[src/rtl/branch_resolve_unit.sv]
// Branch resolve unit: decodes RV32 B-type branches, resolves direction and
// redirect PC, flags mispredicts, trains a PC-indexed table of saturating
// counters for fetch-stage prediction, and counts resolved/mispredicted
// branches. Results leave through a single registered valid/ready stage.
module branch_resolve_unit #(
  parameter int XLEN        = 32,
  parameter int BHT_ENTRIES = 64,
  parameter int CNT_BITS    = 2,
  parameter int PERF_BITS   = 32
) (
  input  logic                 clk,
  input  logic                 rst_n,
  input  logic                 flush,
  input  logic                 in_valid,
  output logic                 in_ready,
  input  logic [6:0]           op,
  input  logic [2:0]           funct3,
  input  logic                 branch,
  input  logic [XLEN-1:0]      pc,
  input  logic [XLEN-1:0]      imm,
  input  logic [XLEN-1:0]      rs1_val,
  input  logic [XLEN-1:0]      rs2_val,
  input  logic                 pred_taken,
  output logic                 out_valid,
  input  logic                 out_ready,
  output logic                 out_is_branch,
  output logic                 out_taken,
  output logic                 out_mispredict,
  output logic [XLEN-1:0]      out_redirect_pc,
  output logic                 out_illegal,
  input  logic [XLEN-1:0]      lookup_pc,
  output logic                 lookup_taken,
  output logic [PERF_BITS-1:0] perf_branches,
  output logic [PERF_BITS-1:0] perf_mispredicts
);

  localparam int IDX = $clog2(BHT_ENTRIES);
  localparam logic [6:0] OP_BRANCH = 7'b1100011;
  // Weakly not-taken: the value just below the MSB-set half of the range.
  localparam logic [CNT_BITS-1:0] CNT_INIT = CNT_BITS'((1 << (CNT_BITS - 1)) - 1);
  localparam logic [CNT_BITS-1:0] CNT_MAX = {CNT_BITS{1'b1}};
  localparam logic [PERF_BITS-1:0] PERF_MAX = {PERF_BITS{1'b1}};

  // ---------------------------------------------------------------------------
  // Decode and resolve (combinational, on the incoming request)
  // ---------------------------------------------------------------------------
  logic            op_match;
  logic            funct3_legal;
  logic            cond;
  logic            is_branch;
  logic            illegal;
  logic            taken;
  logic            mispredict;
  logic [XLEN-1:0] redirect_pc;

  // Decode funct3 into a legality flag and the compare result for that type.
  always_comb begin
    op_match     = (op == OP_BRANCH) && branch;
    funct3_legal = 1'b0;
    cond         = 1'b0;
    case (funct3)
      3'b000: begin funct3_legal = 1'b1; cond = (rs1_val == rs2_val); end
      3'b001: begin funct3_legal = 1'b1; cond = (rs1_val != rs2_val); end
      3'b100: begin funct3_legal = 1'b1; cond = ($signed(rs1_val) <  $signed(rs2_val)); end
      3'b101: begin funct3_legal = 1'b1; cond = ($signed(rs1_val) >= $signed(rs2_val)); end
      3'b110: begin funct3_legal = 1'b1; cond = (rs1_val <  rs2_val); end
      3'b111: begin funct3_legal = 1'b1; cond = (rs1_val >= rs2_val); end
      default: begin funct3_legal = 1'b0; cond = 1'b0; end
    endcase
    is_branch   = op_match && funct3_legal;
    illegal     = op_match && !funct3_legal;
    taken       = is_branch && cond;
    // Anything that is not a taken branch falls through; a taken prediction on
    // a non-branch therefore also redirects to pc+4.
    mispredict  = (taken != pred_taken);
    redirect_pc = taken ? (pc + imm) : (pc + XLEN'(4));
  end

  // ---------------------------------------------------------------------------
  // Handshake
  // ---------------------------------------------------------------------------
  logic out_valid_reg;
  logic accept;

  assign in_ready = !out_valid_reg || out_ready;
  assign accept   = in_valid && in_ready && !flush;

  // ---------------------------------------------------------------------------
  // Registered output stage
  // ---------------------------------------------------------------------------
  logic            out_is_branch_reg;
  logic            out_taken_reg;
  logic            out_mispredict_reg;
  logic [XLEN-1:0] out_redirect_pc_reg;
  logic            out_illegal_reg;

  // Load on accept, drop valid on flush or when the consumer drains it.
  always_ff @(posedge clk) begin
    if (!rst_n) begin
      out_valid_reg       <= 1'b0;
      out_is_branch_reg   <= 1'b0;
      out_taken_reg       <= 1'b0;
      out_mispredict_reg  <= 1'b0;
      out_redirect_pc_reg <= '0;
      out_illegal_reg     <= 1'b0;
    end else if (flush) begin
      out_valid_reg <= 1'b0;
    end else if (accept) begin
      out_valid_reg       <= 1'b1;
      out_is_branch_reg   <= is_branch;
      out_taken_reg       <= taken;
      out_mispredict_reg  <= mispredict;
      out_redirect_pc_reg <= redirect_pc;
      out_illegal_reg     <= illegal;
    end else if (out_ready) begin
      out_valid_reg <= 1'b0;
    end
  end

  assign out_valid       = out_valid_reg;
  assign out_is_branch   = out_is_branch_reg;
  assign out_taken       = out_taken_reg;
  assign out_mispredict  = out_mispredict_reg;
  assign out_redirect_pc = out_redirect_pc_reg;
  assign out_illegal     = out_illegal_reg;

  // ---------------------------------------------------------------------------
  // Branch history table
  // ---------------------------------------------------------------------------
  // Every counter must reset to the same value, so the table is a bank of
  // individually reset registers rather than a RAM.
  logic [CNT_BITS-1:0] bht [BHT_ENTRIES];
  logic [IDX-1:0]      upd_idx;
  logic [IDX-1:0]      look_idx;
  logic [CNT_BITS-1:0] upd_cur;
  logic [CNT_BITS-1:0] upd_next;
  logic                bht_we;
  logic                unused_lookup_bits;

  assign upd_idx  = pc[IDX+1:2];
  assign look_idx = lookup_pc[IDX+1:2];
  assign upd_cur  = bht[upd_idx];
  assign bht_we   = accept && is_branch;
  assign unused_lookup_bits = ^{lookup_pc[XLEN-1:IDX+2], lookup_pc[1:0]};

  // Saturating step toward the resolved direction.
  always_comb begin
    upd_next = upd_cur;
    if (taken) begin
      if (upd_cur != CNT_MAX) upd_next = upd_cur + 1'b1;
    end else begin
      if (upd_cur != '0) upd_next = upd_cur - 1'b1;
    end
  end

  genvar gi;
  generate
    for (gi = 0; gi < BHT_ENTRIES; gi++) begin : g_bht
      logic [CNT_BITS-1:0] cnt_reg;

      // Each counter trains only when a legal branch at its index is accepted.
      always_ff @(posedge clk) begin
        if (!rst_n) begin
          cnt_reg <= CNT_INIT;
        end else if (bht_we && (upd_idx == IDX'(gi))) begin
          cnt_reg <= upd_next;
        end
      end

      assign bht[gi] = cnt_reg;
    end
  endgenerate

  // Lookup reads the registered table, so a same-cycle update is not visible.
  assign lookup_taken = bht[look_idx][CNT_BITS-1];

  // ---------------------------------------------------------------------------
  // Performance counters
  // ---------------------------------------------------------------------------
  logic [PERF_BITS-1:0] perf_branches_reg;
  logic [PERF_BITS-1:0] perf_mispredicts_reg;

  // Count accepted legal branches and their mispredicts, saturating at all-ones.
  always_ff @(posedge clk) begin
    if (!rst_n) begin
      perf_branches_reg    <= '0;
      perf_mispredicts_reg <= '0;
    end else if (bht_we) begin
      if (perf_branches_reg != PERF_MAX)
        perf_branches_reg <= perf_branches_reg + 1'b1;
      if (mispredict && (perf_mispredicts_reg != PERF_MAX))
        perf_mispredicts_reg <= perf_mispredicts_reg + 1'b1;
    end
  end

  assign perf_branches    = perf_branches_reg;
  assign perf_mispredicts = perf_mispredicts_reg;

endmodule

[config.mk]
export PLATFORM = sky130hd
export DESIGN_NAME = branch_resolve_unit
export DESIGN_NICKNAME = d
export VERILOG_FILES = /design/src/rtl/branch_resolve_unit.sv
export SDC_FILE = /design/constraint.sdc
export NUM_CORES = 1
export LEC_CHECK = 0
export ABC_CLOCK_PERIOD_IN_PS = 5200
export BUFFER_PORTS_ARGS = -buffer_cell sky130_fd_sc_hd__buf_2
export CORE_ASPECT_RATIO = 0.8
export CORE_MARGIN = 8
export CORE_UTILIZATION = 36
export DETAILED_ROUTE_END_ITERATION = 12
export PLACE_DENSITY = 0.64
export SYNTH_ARGS = -nofsm -noshare
export SYNTH_HDL_FRONTEND = slang
export SYNTH_SLANG_ARGS = --single-unit
[constraint.sdc]
create_clock -name clk -period 5.2 [get_ports clk]
set_clock_uncertainty 0.15 [all_clocks]
set_input_delay 1.3 -clock clk [delete_from_list [all_inputs] [get_ports clk]]
set_output_delay 1.3 -clock clk [all_outputs]
set_load 0.01 [all_outputs]
### After elaboration in Yosys (flattened, before gate mapping)

Index checks and enable logic that the tools add are counted.

* flip-flop bits (word level): 229
* bits of input ports: 177
* word-level logic and storage cells: 262

* $add $sub $neg: 6
* $lt $le $gt $ge: 6
* equal/unequal tests: 75
* multiplexer cells: 14
* bitwise gates (word level): 4
* reductions and logical operators: 85

Operators by type and width (count)
* $eq A6 B6 Y1 const B: 32
* $eq A6 B5 Y1 const B: 16
* $logic_and A1 B1 Y1: 72
* $add A32 B1 Y32 const B: 2
* $ge A32 B32 Y1: 2
* $lt A32 B32 Y1: 2
* $ne A32 B32 Y1 const B: 2
* $eq A6 B4 Y1 const B: 8
* $add A32 B3 Y32 const B: 1
* $add A32 B32 Y32: 1
* $eq A32 B32 Y1: 1
* $mux W32: 1
* $ne A32 B32 Y1: 1
* $bmux W2 S6: 2
* $eq A6 B3 Y1 const B: 4
* $ge A7 B7 Y1 const B: 2
* $mux W2: 7
* $not A6 Y7: 2
* $eq A3 B3 Y1 const B: 4
* $eq A6 B2 Y1 const B: 2
* $eq A7 B7 Y1 const B: 1
* $eq A6 B1 Y1 const B: 1
* $logic_not A6 Y1: 1
* $pmux W1 S6: 1
* other kinds (14): 22

### Longest topological paths before layout

Gate-level depths: netlist of run 1.

* word-level depth: 8
* depth in mapped cells: 15
* depth with buffers taken out: 12

### Least setup slack after synthesis of run 1

Ideal clock, no wire load.

* kind: input-to-output
* start point: input port lookup_pc[2]
* end point: output port lookup_taken
* data arrival time: 3740 ps
* path slack: 10 ps
* stages: 5
* path buffers: 2
* cell sequence: clkbuf_1 buf_1 mux4_2 mux4_2 mux4_2

* longest elaborated chain between the ends: 4

RTL lines
* from (decl): RTL line 31 `input logic [XLEN-1:0] lookup_pc,`
* $not A6 Y7 (implied by the code): RTL line 175 `assign lookup_taken = bht[look_idx][CNT_BITS-1];`
* $bmux W2 S6: RTL line 175
* $mux W2 (implied by the code) (2 in a row): RTL line 175
* to (decl): RTL line 32 `output logic lookup_taken,`

Every way passes these cells. The select of a mux whose other input is x is not followed.

### Worst setup path after layout of run 1

Ends and elaborated chain as after synthesis.

==> results of run 1 <==
stage by stage:
step / std cells / total power [mW] / util [%]
final: 2424 / 4.492 / 43.80
after global routing: 2423 / 4.665 / 43.80
after CTS: 2420 / 4.532 / 43.78
after detailed placement: 2372 / 2.386 / 41.16
after global placement: 2372 / 2.375 / 41.16
after floorplan: 1691 / 2.179 / -
power by group:
group | internal, mW | switching, mW | leakage, nW
Clock | 1.35 | 0.785 | 0.495
Combinational | 0.231 | 0.347 | 4.46
Sequential | 1.77 | 0.00871 | 1.85
Total | 3.35 | 1.14 | 6.81
routing by layer:
| metal | track usage [%] | wire [µm] |
|---|---|---|
| met3 | 2.939 | 2830 |
| met4 | 4.728 | 862 |
| met1 | 25.76 | 20240 |
| met5 | 0 | 0 |
| met2 | 30.77 | 20090 |
critical path, stage by stage:
cell and delay, ns:
buf_2 0.11, buf_12 0.20, mux4_2 0.56, mux4_2 0.54, mux4_2 0.48, buf_2 0.16
worst max-delay path by stage:
stage	endpoint	start	slack, ns
CTS	lookup_taken	lookup_pc[2]	0.39
detailed placement	g_bht[12].cnt_reg[1]$_SDFFE_PN0P_	rs1_val[7]	0.09
finish	lookup_taken	lookup_pc[2]	0.40
floorplan	lookup_taken	lookup_pc[2]	0.01
global route	lookup_taken	lookup_pc[2]	0.33
global placement	g_bht[14].cnt_reg[1]$_SDFFE_PN0P_	rs1_val[7]	0.22
Yosys cell counts, drive strengths merged, types with 6 or more instances:
master,count
a21o,16
a21oi,120
a221oi,8
a22o,6
a31oi,32
and3,23
and4,9
buf,19
clkbuf,83
dfxtp,229
ha,69
inv,81
mux2i,17
mux4,53
nand2,164
nand2b,16
nand3,140
nand4,32
nor2,136
nor2b,13
nor3,83
o21ai,132
o31ai,18
or2,7
or3,6
or4,18
xnor2,43
xor2,42
kinds of logic (layout without fill, tap and decap cells):
kind of cell | after synthesis | after routing | share of synthesized area [%]
buf+inv | 183 | 417 | 5.204
mux | 70 | 70 | 9.848
xor+xnor | 85 | 85 | 5.430
flops | 229 | 229 | 33.10
fa+ha+maj | 72 | 72 | 6.523
simple gates | 667 | 667 | 23.36
other cells | 0 | 4 | 0
compound gates | 385 | 385 | 16.53
final cells by class:
cell class	count	area share, %
Inverter	81	1.829
Clock inverter	15	1.544
Multi-Input combinational cell	1279	51.26
Sequential cell	229	27.46
Tap cell	495	3.710
Antenna cell	4	0.05995
Clock buffer	33	4.421
Timing Repair Buffer	288	9.720
==> summary.txt, run 1 <==
STA
  – Post-route setup slack: 0.4044 ns
  – Final hold violation count: 0
  – Worst-Margin Slew: 1.105 ns
  – Max Slew Vio Count: 0
  – Fmax achieved: 208.5 MHz
  – Tcrit/Tclk final: 92.22%
  – Final setup viols: 0
  – Setup_tns: 0 ns
  – Final hold slack: 0.3104 ns
  – RSZ-0062 raised after global routing: no
  – Clock period minus final worst setup slack: 4.796 ns
  – Relative slew slack: 26.36%

Clock tree
  – CTS Hold Bufs: 0
  – CTS buffer count: 26
  – Skew-Pair Late Insertion Delay: 0.54 ns
  – Setup repair bufs after CTS: 0
  – Root Driver: clkbuf_16
  – H-tree levels: 1
  – CTS clk-pin slew, worst paths: 0.05 ns
  – Max Buffers Root-to-Sink: 3
  – TritonCTS Sinks: 229
  – CTS tree: built
  – Cts repair resizes: 0

Synthesis
  – Yosys warning count: 0
  – Synth Register Bits: 229
  – Top cell type's share of synthesized area: 33.10%
  – Area leader, netlist: dfxtp_1
  – Top_reg_cell synth: dfxtp_1
  – Synthesized net count: 1938
  – EDFF count, synth: 0
  – Post-Syn Instances: 1691
  – Top cells by area in the synthesized netlist: dfxtp_1 33%, mux4_2 8.6%, ha_1 6.2%
  – Netlist Area Pre-Place: 0.01385 mm²
  – Mapped Avg Cell Area: 8.189 µm²
  – Seq/Total Area, Yosys: 33.10%
  – Unique cell type count in the Yosys netlist: 68
  – Ys async rst share: 0%

Critical path
  – Critical path launch point type: primary input
  – Worst Path Arrival: 3.35 ns
  – FF-to-FF setup slack: 1.77 ns
  – R2R Path End: g_bht[20].cnt_reg[0]$_SDFFE_PN1P_
  – Crit Path Max Fanout: 16
  – CP endpoint kind: output pin
  – Crit path kind: primary input to output pin
  – Worst path required time: 3.75 ns
  – R2r startpoint: g_bht[11].cnt_reg[1]$_SDFFE_PN0P_
  – Worst Reg-to-Reg Cells: 10

GRT
  – Largest net degree at the start of global routing: 110
  – GRT Total Usage: 18.79%
  – Vias in the first global route: 12900
  – Initial antenna violation count: 3
  – Aggregate global routing overflow: 0
  – First-pass GRT wire length: 70520 µm

Run status
  – Outcome: completed

Cells and area
  – Largest register FFs: 128
  – Finished Cell Area: 0.01670 mm²
  – Commonest non-fill, non-tap cells in the layout: 252 x buf_2, 229 x dfxtp_1, 164 x nand2_1
  – Area Growth Syn to Fin: 20.56%
  – Commonest non-fill, non-tap cell in the layout: buf_2
  – Share of layout cells above drive strength 1: 21.04%
  – Final-stage net count: 2152
  – Multi-input logic area: 0.008558 mm²
  – Storage cell area: 0.004584 mm²
  – Fillers: 3767

Hold path
  – Hold endpoint: g_bht[13].cnt_reg[0]$_SDFFE_PN1P_
  – Worst min path class: register to register
  – Hold path depth: 2
  – Hold_sp: g_bht[13].cnt_reg[0]$_SDFFE_PN1P_

Route
  – Vias per inst: 5.581
  – Drt initial violations: 1173
  – Final WL: 44030 µm
  – Via Count: 13530
  – Antenna Nets Post-Route: 0
  – Wire length per cell: 18.16 µm
  – Drt drc: 0
  – Drt pass-1 iters: 5

Placed design
  – Placed Area: 0.01569 mm²
  – Dpl hpwl: 32350 µm
  – Port Buffer Count: 253
  – Post-Place Setup Slack: 0.09199 ns
  – Routability congestion estimate: 0.8797

Power
  – Leakage: 6.806 nW
  – Worst VDD drop: 205.1 µV
  – Power Dens Cells: 269.0 mW/mm²

Floorplanning
  – Initial core utilization: 36.33%
  – I/O pin count: 280
  – Die width: 235.3 µm
  – Die Ht: 191.4 µm
  – Die area: 0.04504 mm²
  – Row cnt: 64
  – Total core area: 0.03812 mm²

Job
  – Max Cap Violations: 0
No activity file was read; power rests on OpenSTA's default activity.
==> run 2, diff against run 1 <==
--- a/config.mk
+++ b/config.mk
@@ -5,6 +5,7 @@
 export SDC_FILE = /design/constraint.sdc
 export NUM_CORES = 1
 export LEC_CHECK = 0
+export ABC_AREA = 1
 export ABC_CLOCK_PERIOD_IN_PS = 5200
 export BUFFER_PORTS_ARGS = -buffer_cell sky130_fd_sc_hd__buf_2
 export CORE_ASPECT_RATIO = 0.8
==> run 2 against run 1 <==
- die area up 11%
- clock-buffer cell count down 1
- final cell count up 34%
- clock power down 6%
- sequential cell count unchanged
- critical path depth up 2
- worst hold slack better by 0.00057 ns
- critical path type unchanged
==> summary.txt, run 2 <==
Run status
  – Outcome: completed

Cells and area
  – Storage cell area: 0.004584 mm² (unchanged)
  – Final-stage net count: 2917 (+36%)
  – Share of layout cells above drive strength 1: 13.32% (-7.7 points)
  – Ant diodes: 0 (-4)
  – Multi-input logic area: 0.008783 mm² (+2.6%)
  – Non-filler cells, final: 3248 (+34%)
  – Largest register FFs: 128 (unchanged)
  – Commonest non-fill, non-tap cells in the layout: 425 x inv_1, 383 x nand2_1, 300 x nor2_1
  – Commonest non-fill, non-tap cell in the layout: inv_1
  – Fillers: 4594 (+22%)
  – Area Growth Syn to Fin: 17.10%

Power
  – Total chip power: 4.485 mW (-0.15%)
  – Power Dens Cells: 247.3 mW/mm² (-8.1%)
  – Worst VDD drop: 192.9 µV (-5.9%)
  – Leakage: 8.250 nW (+21%)

Clock tree
  – Skew-Pair Late Insertion Delay: 0.55 ns (about the same)
  – CTS buffer count: 26 (unchanged)
  – CTS clk-pin slew, worst paths: 0.06 ns (about the same)
  – Max Buffers Root-to-Sink: 3 (unchanged)
  – CTS tree: built
  – H-tree levels: 1 (unchanged)
  – Setup repair bufs after CTS: 0 (unchanged)
  – Root Driver: clkbuf_16
  – CTS Hold Bufs: 0 (unchanged)
  – TritonCTS Sinks: 229 (unchanged)
  – Cts repair resizes: 0 (unchanged)

Synthesis
  – Mapped Avg Cell Area: 6.308 µm² (-23%)
  – Top_reg_cell synth: dfxtp_1
  – Top cell type's share of synthesized area: 29.60% (-3.5 points)
  – Synthesized net count: 2702 (+39%)
  – Post-Syn Instances: 2455 (+45%)
  – EDFF count, synth: 0 (unchanged)
  – Unique cell type count in the Yosys netlist: 54 (-21%)
  – Netlist Area Pre-Place: 0.01549 mm² (+12%)
  – Top cells by area in the synthesized netlist: dfxtp_1 30%, inv_1 10%, nand2_1 9.3%
  – Yosys warning count: 0 (unchanged)
  – Most frequent cells after synthesis: 425 x inv_1, 383 x nand2_1, 300 x nor2_1
  – Seq/Total Area, Yosys: 29.60% (-3.5 points)
  – Count leader, synth: inv_1
  – Area leader, netlist: dfxtp_1
  – Ys async rst share: 0% (unchanged)
  – Synth Register Bits: 229 (unchanged)

Placed design
  – Dpl hpwl: 40290 µm (+25%)
  – Inst Count DP: 3202 (+35%)
  – Post-Place Setup Slack: 0.5582 ns (+0.4662 ns)
  – Port Buffer Count: 253 (unchanged)
  – Routability congestion estimate: 0.9226 (+4.9%)

Critical path
  – CP endpoint kind: output pin
  – Critical path launch point type: primary input
  – FF-to-FF setup slack: 1.62 ns (-0.15 ns)
  – Crit-path slowest cell: inv_1
  – CP delay by family, top: compound AO/OA/AOI/OAI gates
  – Worst path buffer plus inverter count: 3 (unchanged)
  – R2R Path End: perf_mispredicts[1]$_SDFFE_PN0P_
  – CP Cell Sequence: buf_2 > inv_1 > a21oi_1 > a221oi_1 > o32ai_1 > o211ai_1 > o31ai_1 > buf_2
  – Worst Path Arrival: 3.16 ns (-0.19 ns)
  – Crit path from: lookup_pc[3]
  – Cell repeated most along the worst path: buf_2
  – Max stage delay on crit path: 0.55 ns (about the same)
  – Crit path kind: primary input to output pin
  – Worst path required time: 3.75 ns (about the same)
  – Crit Path Max Fanout: 20 (+4)
  – R2r startpoint: perf_mispredicts[0]$_SDFFE_PN0P_
  – Worst Reg-to-Reg Cells: 13 (+3)

Floorplanning
  – Total core area: 0.04280 mm² (+12%)
  – Initial core utilization: 36.19% (-0.15 points)
  – Row cnt: 68 (+6.3%)
  – I/O pin count: 280 (unchanged)
  – Die width: 247.9 µm (+5.4%)
  – Die area: 0.04995 mm² (+11%)
  – Die Ht: 201.5 µm (+5.3%)

GRT
  – Vias in the first global route: 15980 (+24%)
  – Largest net degree at the start of global routing: 75 (-32%)
  – Aggregate global routing overflow: 0 (unchanged)
  – GRT Total Usage: 20.55% (+1.8 points)
  – First-pass GRT wire length: 84680 µm (+20%)
  – Initial antenna violation count: 0 (-3)

STA
  – Clock period minus final worst setup slack: 4.612 ns (-0.1839 ns)
  – Final setup viols: 0 (unchanged)
  – Final hold violation count: 0 (unchanged)
  – Setup_tns: 0 ns (unchanged)
  – Max Slew Vio Count: 0 (unchanged)
  – Post-route setup slack: 0.5883 ns (+0.1839 ns)
  – Fmax achieved: 216.8 MHz (+4.0%)
  – Tcrit/Tclk final: 88.69% (-3.5 points)
  – RSZ-0062 raised after global routing: no
  – Relative slew slack: 29.67% (+3.3 points)
  – Worst-Margin Slew: 1.054 ns (-0.05073 ns)

Route
  – Wire length per cell: 16.52 µm (-9.1%)
  – Drt drc: 0 (unchanged)
  – Antenna Nets Post-Route: 0 (unchanged)
  – Final WL: 53650 µm (+22%)
  – Vias per inst: 5.183 (-7.1%)
  – Via Count: 16830 (+24%)
  – Drt initial violations: 1506 (+28%)
  – Drt pass-1 iters: 6 (+1)

Job
  – Max Cap Violations: 0 (unchanged)

Hold path
  – Hold endpoint: out_redirect_pc[15]$_SDFFE_PN0P_
  – Hold_sp: out_redirect_pc[15]$_SDFFE_PN0P_
  – Hold path depth: 2 (unchanged)
  – Worst min path class: register to register
[run 2: changes by cell type in the layout (fill, tap and decap cells not counted), sizes merged, moves of 33 or more]
cell / delta
mux4: -53
nand3: -62
o21ai: +165
nand2: +225
nor2: +173
a21oi: +164
inv: +348
nor3: -33
[run 2: layer usage]
| metal | vias up | global-route usage (%) | wire, µm |
|---|---|---|---|
| met4 | 0 | 5.070 | 1179 |
| met3 | 85 | 3.432 | 4053 |
| li1 | 8468 | - | - |
| met1 | 7677 | 28.81 | 25030 |
| met2 | 603 | 32.36 | 23390 |
| met5 | - | 0 | 0 |
[run 2: cell families after synthesis]
kind of cell / after synthesis / share of synthesized area, %
flops: 229 / 29.60
buf+inv: 527 / 13.72
compound gates: 656 / 22.40
fa+ha+maj: 70 / 5.704
simple gates: 921 / 25.64
xor+xnor: 52 / 2.941
[run 2: how the worst max path moves through the flow]
stage	to	depth (start not counted)
3_5_place_dp	g_bht[9].cnt_reg[0]$_SDFFE_PN1P_	20
3_3_place_gp	out_redirect_pc[14]$_SDFFE_PN0P_	12
6_report	lookup_taken	8
4_1_cts	lookup_taken	8
2_1_floorplan	lookup_taken	8
5_1_grt	lookup_taken	8
[run 2: area by class of cell]
class,instances,area share [%]
inverter,430,8.915
clock inverter,14,1.104
timing repair buffer,284,8.404
clock buffer,32,3.995
tap,560,3.864
multi-input combinational,1699,48.44
sequential,229,25.28
[run 2: power by group]
part / internal, mW / switching (mW) / total (mW)
combinational: 0.235 / 0.458 / 0.693
clock: 1.23 / 0.783 / 2.02
sequential: 1.77 / 0.00781 / 1.78
total: 3.24 / 1.25 / 4.48
[run 2: through the flow]
stage	cell area [µm²]	utilization (%)	hold slack, ns
floorplan	15490	-	0.2872
global placement	17210	40.21	0.3015
detailed placement	17210	40.21	0.3072
CTS	18130	42.37	0.3165
global route	18130	42.37	0.3320
finish	18130	42.37	0.3109
[run 2: worst register-to-register path: cells and delay by family (launching register included)]
| family | cells | cell delay [ns] |
|---|---|---|
| adder cells (fa/ha/maj) | 1 | 0.23 |
| buffers and inverters | 1 | 0.47 |
| flip-flops | 1 | 0.41 |
| AND/OR/NAND/NOR | 11 | 2.24 |
